File: config.mk
export PLATFORM = sky130hd
export DESIGN_NAME = lc3_mem_master
export DESIGN_NICKNAME = d
export VERILOG_FILES = /design/src/rtl/lc3_mem_master.sv
export SDC_FILE = /design/constraint.sdc
export NUM_CORES = 1
export LEC_CHECK = 0
export ABC_AREA = 1
export CAP_MARGIN = 20
export CELL_PAD_IN_SITES_DETAIL_PLACEMENT = 1
export CELL_PAD_IN_SITES_GLOBAL_PLACEMENT = 2
export CORE_MARGIN = 10
export CORE_UTILIZATION = 25
export DETAILED_ROUTE_END_ITERATION = 6
export PLACE_DENSITY_LB_ADDON = 0.1
export SLEW_MARGIN = 25
export SYNTH_ARGS = -nofsm -noshare
export SYNTH_HDL_FRONTEND = slang
export SYNTH_SLANG_ARGS = --single-unit
File: constraint.sdc
create_clock -name clk -period 1.8 [get_ports clk]
set_input_delay 0.18 -clock clk [delete_from_list [all_inputs] [get_ports clk]]
set_output_delay 0.18 -clock clk [all_outputs]
set_load 0.01 [all_outputs]
File: src/rtl/lc3_mem_master.sv
// lc3_mem_master: initiator side of the LC-3 MAR/MDR bus.
// Accepts one read/write request at a time and sequences the strobes to the
// memory-and-device unit, returning read data or a write-timeout error on a
// one-cycle response strobe.
//
// Ports:
//   clk, rst          clock (rising edge), synchronous active-high reset
//   req_valid/ready   request handshake (ready only in IDLE)
//   req_we            1 = write, 0 = read
//   req_addr/wdata    word address and write data, latched on acceptance
//   rsp_valid/err     completion strobe; err = write timed out
//   rsp_rdata         last read data, held until the next read completes
//   bus_out/bus_oe    value driven onto the system bus and its enable
//   ld_mar, ld_mdr, mio_en, r_w, gate_mdr_en   strobes to the unit (r_w 1 = write)
//   mdr_in            MDR value from the unit, valid while gate_mdr_en = 1
//   dev_ready         unit ready flag
module lc3_mem_master #(
  parameter int unsigned TIMEOUT = 16
) (
  input  logic        clk,
  input  logic        rst,
  input  logic        req_valid,
  output logic        req_ready,
  input  logic        req_we,
  input  logic [15:0] req_addr,
  input  logic [15:0] req_wdata,
  output logic        rsp_valid,
  output logic        rsp_err,
  output logic [15:0] rsp_rdata,
  output logic [15:0] bus_out,
  output logic        bus_oe,
  output logic        ld_mar,
  output logic        ld_mdr,
  output logic        mio_en,
  output logic        r_w,
  output logic        gate_mdr_en,
  input  logic [15:0] mdr_in,
  input  logic        dev_ready
);

  typedef enum logic [2:0] {
    S_IDLE,
    S_MAR,
    S_WMDR,
    S_WR,
    S_WAIT,
    S_RD,
    S_RGATE,
    S_RSP
  } state_t;

  localparam logic [15:0] CNT_LAST = 16'(TIMEOUT - 1);

  state_t      state, state_n;
  logic [15:0] addr_q;
  logic [15:0] wdata_q;
  logic        we_q;
  logic [15:0] cnt;
  logic        err_q;

  always_ff @(posedge clk) begin
    if (rst) begin
      state     <= S_IDLE;
      addr_q    <= '0;
      wdata_q   <= '0;
      we_q      <= 1'b0;
      cnt       <= '0;
      err_q     <= 1'b0;
      rsp_rdata <= '0;
    end else begin
      state <= state_n;
      unique case (state)
        S_IDLE: begin
          if (req_valid) begin
            addr_q  <= req_addr;
            wdata_q <= req_wdata;
            we_q    <= req_we;
            err_q   <= 1'b0;
          end
        end
        S_WR:    cnt <= '0;
        S_WAIT: begin
          // err_q only set when leaving WAIT without dev_ready
          if (!dev_ready) begin
            if (cnt == CNT_LAST) err_q <= 1'b1;
            else                 cnt   <= cnt + 16'd1;
          end
        end
        S_RGATE: rsp_rdata <= mdr_in;
        default: ;
      endcase
    end
  end

  always_comb begin
    state_n     = state;
    req_ready   = 1'b0;
    bus_out     = '0;
    bus_oe      = 1'b0;
    ld_mar      = 1'b0;
    ld_mdr      = 1'b0;
    mio_en      = 1'b0;
    r_w         = 1'b0;
    gate_mdr_en = 1'b0;
    rsp_valid   = 1'b0;
    rsp_err     = 1'b0;
    unique case (state)
      S_IDLE: begin
        req_ready = 1'b1;
        if (req_valid) state_n = S_MAR;
      end
      S_MAR: begin
        bus_out = addr_q;
        bus_oe  = 1'b1;
        ld_mar  = 1'b1;
        state_n = we_q ? S_WMDR : S_RD;
      end
      S_WMDR: begin
        bus_out = wdata_q;
        bus_oe  = 1'b1;
        ld_mdr  = 1'b1;
        state_n = S_WR;
      end
      S_WR: begin
        mio_en  = 1'b1;
        r_w     = 1'b1;
        state_n = S_WAIT;
      end
      S_WAIT: begin
        if (dev_ready || cnt == CNT_LAST) state_n = S_RSP;
      end
      S_RD: begin
        mio_en  = 1'b1;
        ld_mdr  = 1'b1;
        state_n = S_RGATE;
      end
      S_RGATE: begin
        gate_mdr_en = 1'b1;
        state_n     = S_RSP;
      end
      S_RSP: begin
        rsp_valid = 1'b1;
        rsp_err   = err_q;
        state_n   = S_IDLE;
      end
      default: state_n = S_IDLE;
    endcase
  end

endmodule
==> results of run 1 <==
## final timing paths
check | endpoint | cells after the start
worst min-delay path | rsp_rdata[15] | 3
worst max register to register | cnt[9] | 8
worst min register to register | addr_q[4] | 2
worst max-delay path | bus_out[2] | 5
## metrics by stage
stage	hold slack (ns)	cells	worst slack (ns)
floorplan	0.3082	444	0.2933
global placement	0.4378	704	0.1439
detailed placement	0.4482	704	0.1166
CTS	0.4204	720	0.01931
global route	0.4230	720	-0.04228
finish	0.4315	720	0.07768
## registers in the layout, indices dropped and copies added, names as in the netlist
| signal | cells |
|---|---|
| rsp_rdata | 16 |
| state | 3 |
| cnt | 16 |
| we_q | 1 |
| err_q | 1 |
| addr_q | 16 |
| wdata_q | 16 |
## final cells by class
type	instances	share of cell area [%]
multi-input combinational	299	31.94
sequential	69	29.81
timing repair buffer	108	22.33
clock buffer	13	5.832
tap	172	4.644
inverter	56	4.536
clock inverter	3	0.9179
## layer usage
| metal | GRT usage [%] | vias up | routed length (µm) |
|---|---|---|---|
| met1 | 13.59 | 1447 | 4565 |
| li1 | - | 1637 | - |
| met5 | 0 | - | 0 |
| met3 | 4.812 | 11 | 660 |
| met4 | 4.293 | 0 | 142 |
| met2 | 19.48 | 57 | 4907 |
## placed cells by master, fill, tap and decap left out, types with 12 or more instances in the layout
| cell type | netlist | layout |
|---|---|---|
| dfxtp_1 | 69 | 69 |
| clkdlybuf4s50_1 | 0 | 68 |
| nand2_1 | 63 | 63 |
| nor2_1 | 64 | 63 |
| inv_1 | 51 | 51 |
| o21ai_0 | 45 | 45 |
| a21oi_1 | 42 | 42 |
| dlygate4sd2_1 | 0 | 19 |
| nand3_1 | 17 | 17 |
| o22ai_1 | 16 | 16 |
| nor2_2 | 13 | 12 |
| buf_4 | 0 | 12 |
## cell usage after synthesis, drive strengths merged
| cell type | n |
|---|---|
| nor2 | 78 |
| nand2 | 73 |
| dfxtp | 69 |
| inv | 56 |
| o21ai | 54 |
| a21oi | 48 |
| nand3 | 17 |
| o22ai | 16 |
| buf | 13 |
| clkbuf | 7 |
| nor3 | 5 |
| nand4 | 3 |
| nor3b | 2 |
| o21bai | 2 |
| ha | 1 |
## worst reg2reg max path, stage by stage, from the launching register on
cell and delay, ns:
dfxtp_1 0.35, ha_1 0.19, nand3_1 0.14, nor2_1 0.13
nand2_1 0.12, nand2_4 0.12, nand2_4 0.18, a21oi_1 0.20
nor2_1 0.05
## power by group through the flow
| stage | combinational [mW] | sequential [mW] | clock [mW] |
|---|---|---|---|
| 2_1_floorplan | 1.27 | 2.03 | 0 |
| 3_3_place_gp | 2.18 | 1.99 | 0 |
| 3_5_place_dp | 2.21 | 2.00 | 0 |
| 4_1_cts | 2.13 | 1.97 | 1.91 |
| 5_1_grt | 2.33 | 2.00 | 1.99 |
| 6_report | 2.06 | 1.97 | 1.85 |
## kinds of logic (layout without fill, tap and decap cells)
| group | after synthesis | after routing | synth area share [%] |
|---|---|---|---|
| AO/OA/AOI/OAI | 120 | 120 | 20.25 |
| adder cells (fa/ha/maj) | 1 | 1 | 0.3909 |
| flip-flops | 69 | 69 | 43.16 |
| AND/OR/NAND/NOR | 178 | 178 | 25.21 |
| buffers and inverters | 76 | 180 | 10.99 |
## repair_timing
item,in CTS,in global routing
gates resized for setup,26,13
setup buffers,0,0
setup endpoints to repair,24,18
==> impl_results.md, run 1 <==
* Outcome: complete, no violations
* Clock Sinks at 69
* Die height at 133.1 µm
* Worst setup EP type: primary output
* Global-route wire length before repair at 16.94 mm
* Area leader, netlist: dfxtp_1
* Top post-synthesis cells by area: dfxtp_1, nor2_1, nand2_1
* Num CTS Buffers at 9
* Die area at 17730 µm²
* NumNets Final at 597
* Final hold vios at 0
* Kind of critical path: register to primary output
* Register area share after synthesis at 43.16%
* Root buffer cell: clkbuf_16
* CTS clock-pin slew for the worst setup and hold paths at 0.06 ns
* Cell Int Power at 3.861 mW
* # DRC at 0
* Leak at 1.904 nW
* Worst Hold Class: input port to register
* Via Count at 3152
* Maximum capacitance violations at 0
* Largest net degree at the start of global routing at 68
* Core Util, Final at 36.87%
* Design Area, Final at 4634 µm²
* Flops & latches, synth at 69
* Die width at 133.1 µm
* Port-buffer cells at 93
* CTS tree: done
* Clock power share at 31.4%
* Worst-skew pair later-pin latency at 0.33 ns
* Starting density of the core at 25.47%
* Area after DPL at 4355 µm²
* Slew headroom at 71.93%
* Crit path time final at 1.722 ns
* Reg2reg start: cnt[1]
* Drt wl/cell at 14.27 µm
* Worst Setup Start Kind: register
* Hold path startpoint: mdr_in[15]
* Cells along the critical path: inv_2 > nand3_1 > buf_12 > o22ai_1 > dlygate4sd2_1
* Core area at 12570 µm²
* Yosys cell types at 25
* Net Count, Synth at 498
* Actual slew at the worst max-slew pin at 0.4167 ns
* Layout cells sized above 1 at 13.32%
* Clk_skew at 0.003517 ns
* Crit path from: state[2]
* Antenna violations before repair at 0
* Post-CTS Hold Fix Bufs at 0
* TritonRoute pass-1 iters at 4
* Cells after Synth at 444
* P per Cell Area at 1268 nW/µm²
* Initial DRC Count at 121
* N_diodes at 0
* Fmax at 0.5806 GHz
* Fin crit share at 95.68%
* I/O pins at 94
* Syn. warnings at 0
* Setup Viol. Count Final at 0
* RD Place Congestion at 0.7271
* Total Power at 5.876 mW
* Maximum clock path buffer count at 2
* Grt total ovfl at 0
* Final ANT Viol Nets at 0
* RSZ-0062 raised after global routing: true
* WL final at 10.28 mm
* Post-synth top area share at 43.16%
* Layout area overhead at 44.80%
* Fill count at 1562
* GRT Util Overall at 11.86%
* Req. time, crit path at 1.62 ns
* Hpwl dp at 7.572 mm
* FF-to-FF setup slack at 0.23 ns
* Flop pwr share at 33.5%
* Comb power frac at 35.1%
* VDD IR-drop max at 0.4981 mV
* Buf/Inv on CP at 3
* Delay-heaviest family, CP: buffers and inverters
* Sw Ratio at 34.28%
* CP max stage cell: dfxtp_1
* Switching pwr at 2.015 mW
* Mean number of vias per cell at 4.378
* Worst endpoint data arrival time at 1.54 ns
* Row cnt at 41
* Area of the multi-input gates at 1480 µm²
* Pins Over Slew Limit at 0
* CP peak stage delay at 0.33 ns
* Reg area at 1381 µm²
* Setup TNS at 0 ns
* Cell Area, Synth at 3201 µm²
* Avg Inst Size Synth at 7.208 µm²
* H-Tree Level Count at 3
* CP Max Fanout at 16
* Vias in the first global route at 3321
(Power assumes the default switching activity.)
==> inputs of run 2 (changes only) <==
- CORE_UTILIZATION: 25 -> 27
- clock period: 1.8 -> 2 ns (I/O delays scaled with it)
==> run 2 against run 1 <==
Against the previous run: utilization grew 2.5 points; wire length shrank 1.3%; non-clock buffer count shrank 6; cell count shrank 5.1%; power shrank 12%; sequential share of layout area grew 0.75 points; hold slack gained 0.019 ns.
==> impl_results.md, run 2 (synthesis gave the netlist of run 1 again) <==
* Grt total ovfl at 0 (unchanged)
* Fin crit share at 94.25%
* Mean number of vias per cell at 4.665 (was 4.378)
* Outcome: complete, no violations (unchanged)
* Slew headroom at 62.34% (was 71.93%)
* Maximum clock path buffer count at 2 (unchanged)
* Hold path startpoint: wdata_q[11] (was mdr_in[15])
* Hold Path Cell Cnt at 2 (was 3)
* Port-buffer cells at 93 (unchanged)
* Clock Sinks at 69 (unchanged)
* Worst-skew pair later-pin latency at 0.34 ns (was 0.33 ns)
* Root buffer cell: clkbuf_16 (unchanged)
* Core Util, Final at 39.36% (was 36.87%)
* Final ANT Viol Nets at 0 (unchanged)
* Initial DRC Count at 115 (was 121)
* Drt wl/cell at 14.84 µm (was 14.27 µm)
* Starting density of the core at 27.79% (was 25.47%)
* Clk_skew at 0.003380 ns (was 0.003517 ns)
* Fmax at 0.5305 GHz
* I/O pins at 94 (unchanged)
* Antenna violations before repair at 0 (unchanged)
* Post-Place Worst Slack at 0.07473 ns (was 0.1166 ns)
* Most frequent cells in the layout: clkdlybuf4s50_1, dfxtp_1, nor2_1, nand2_1, inv_1 (was dfxtp_1, clkdlybuf4s50_1, nand2_1, nor2_1, inv_1)
* CP Max Fanout at 4 (was 16)
* H-Tree Level Count at 3 (unchanged)
* Worst Setup Start Kind: register (unchanged)
* # DRC at 0 (unchanged)
* CTS clock-pin slew for the worst setup and hold paths at 0.05 ns (was 0.06 ns)
* Hpwl dp at 7.435 mm (was 7.572 mm)
* Die width at 128.9 µm (was 133.1 µm)
* R2R depth at 8 (unchanged)
* Pins Over Slew Limit at 0 (unchanged)
* Maximum capacitance violations at 0 (unchanged)
* Crit path time final at 1.885 ns
* Worst setup EP type: primary output (unchanged)
* Actual slew at the worst max-slew pin at 0.5649 ns (was 0.4167 ns)
* Kind of critical path: register to primary output (unchanged)
* Setup WS post-layout at 0.1150 ns (was 0.07768 ns)
* Non-Filler Instances at 683 (was 720)
* Row cnt at 39 (was 41)
* Post-CTS Hold Fix Bufs at 0 (unchanged)
* Via Count at 3186 (was 3152)
* Crit path from: state[0] (was state[2])
* RSZ-0062 raised after global routing: false (was true)
* Num CTS Buffers at 9 (unchanged)
* GRT Util Overall at 12.80% (was 11.86%)
* Largest net degree at the start of global routing at 68 (unchanged)
* RD Place Congestion at 0.7485 (was 0.7271)
* Global-route wire length before repair at 16.91 mm (was 16.94 mm)
* CTS tree: done (unchanged)
* NumNets Final at 591 (was 597)
* VDD IR-drop max at 0.6554 mV (was 0.4981 mV)
* Commonest non-fill, non-tap cell in the layout: clkdlybuf4s50_1 (was dfxtp_1)
* TritonRoute pass-1 iters at 4 (unchanged)
* Vias in the first global route at 3321 (unchanged)
* Final hold vios at 0 (unchanged)
* Layout cells sized above 1 at 11.48% (was 13.32%)
* Req. time, crit path at 1.80 ns (was 1.62 ns)
* Worst endpoint data arrival time at 1.68 ns (was 1.54 ns)
* Leak at 1.849 nW (was 1.904 nW)
* Fill count at 1407 (was 1562)
* P per Cell Area at 1136 nW/µm² (was 1268 nW/µm²)
* Worst Hold Class: register to register (was input port to register)
* Die area at 16610 µm² (was 17730 µm²)
* WL final at 10.14 mm (was 10.28 mm)
* Setup Viol. Count Final at 0 (unchanged)
* Setup TNS at 0 ns (unchanged)
* Core area at 11520 µm² (was 12570 µm²)
* Reg2reg start: cnt[1] (unchanged)
* N_diodes at 0 (unchanged)
* Inst Count DP at 669 (was 704)
* Die height at 128.9 µm (was 133.1 µm)
* Layout area overhead at 41.63% (was 44.80%)
==> run 2: metal layers <==
metal / global-route usage [%] / vias to the layer above / part of all wire, % / wire (µm)
li1: - / 1628 / - / -
met1: 14.23 / 1479 / 43 / 4381
met2: 20.63 / 72 / 46 / 4668
met3: 7.310 / 7 / 9.7 / 986
met4: 3.411 / 0 / 1.0 / 102
met5: 0 / - / 0 / 0
==> run 2: report_power, final <==
group / switching [mW] / internal [mW]
logic: 1.09 / 0.697
clock network: 0.572 / 0.983
registers: 0.123 / 1.68
==> run 2: worst paths after layout <==
path	slack (ns)	endpoint
hold / removal	0.45	wdata_q[11]
setup / recovery	0.12	req_ready
setup reg to reg	0.27	cnt[11]
hold reg to reg	0.45	wdata_q[11]
==> run 2: repair_timing <==
| item | 4_1_cts | 5_1_grt |
|---|---|---|
| setup buffers | 0 | 0 |
| setup endpoints to repair | 19 | 36 |
| resized for setup | 24 | 6 |
==> run 2: worst max-delay path, stage by stage (launching register included) <==
cell,delay [ns]
dfxtp_2,0.34
buf_4,0.16
nor2_4,0.14
nand2_1,0.11
inv_1,0.06
clkdlybuf4s50_1,0.53
==> run 2: per-stage QoR <==
| stage | cell area (µm²) | power [mW] | hold slack (ns) |
|---|---|---|---|
| 2_1_floorplan | 3201 | 2.973 | 0.3282 |
| 3_3_place_gp | 4237 | 3.610 | 0.4404 |
| 3_5_place_dp | 4237 | 3.652 | 0.4466 |
| 4_1_cts | 4518 | 5.229 | 0.4474 |
| 5_1_grt | 4533 | 5.546 | 0.4611 |
| 6_report | 4533 | 5.148 | 0.4503 |
==> run 2: area by class of cell <==
class | instances | area (µm²) | area share, %
timing repair buffer | 102 | 982.2 | 21.67
multi-input combinational | 299 | 1490 | 32.87
sequential | 69 | 1385 | 30.55
inverter | 56 | 215.2 | 4.747
tap | 143 | 178.9 | 3.947
clock inverter | 2 | 35.03 | 0.7728
clock buffer | 12 | 246.5 | 5.437
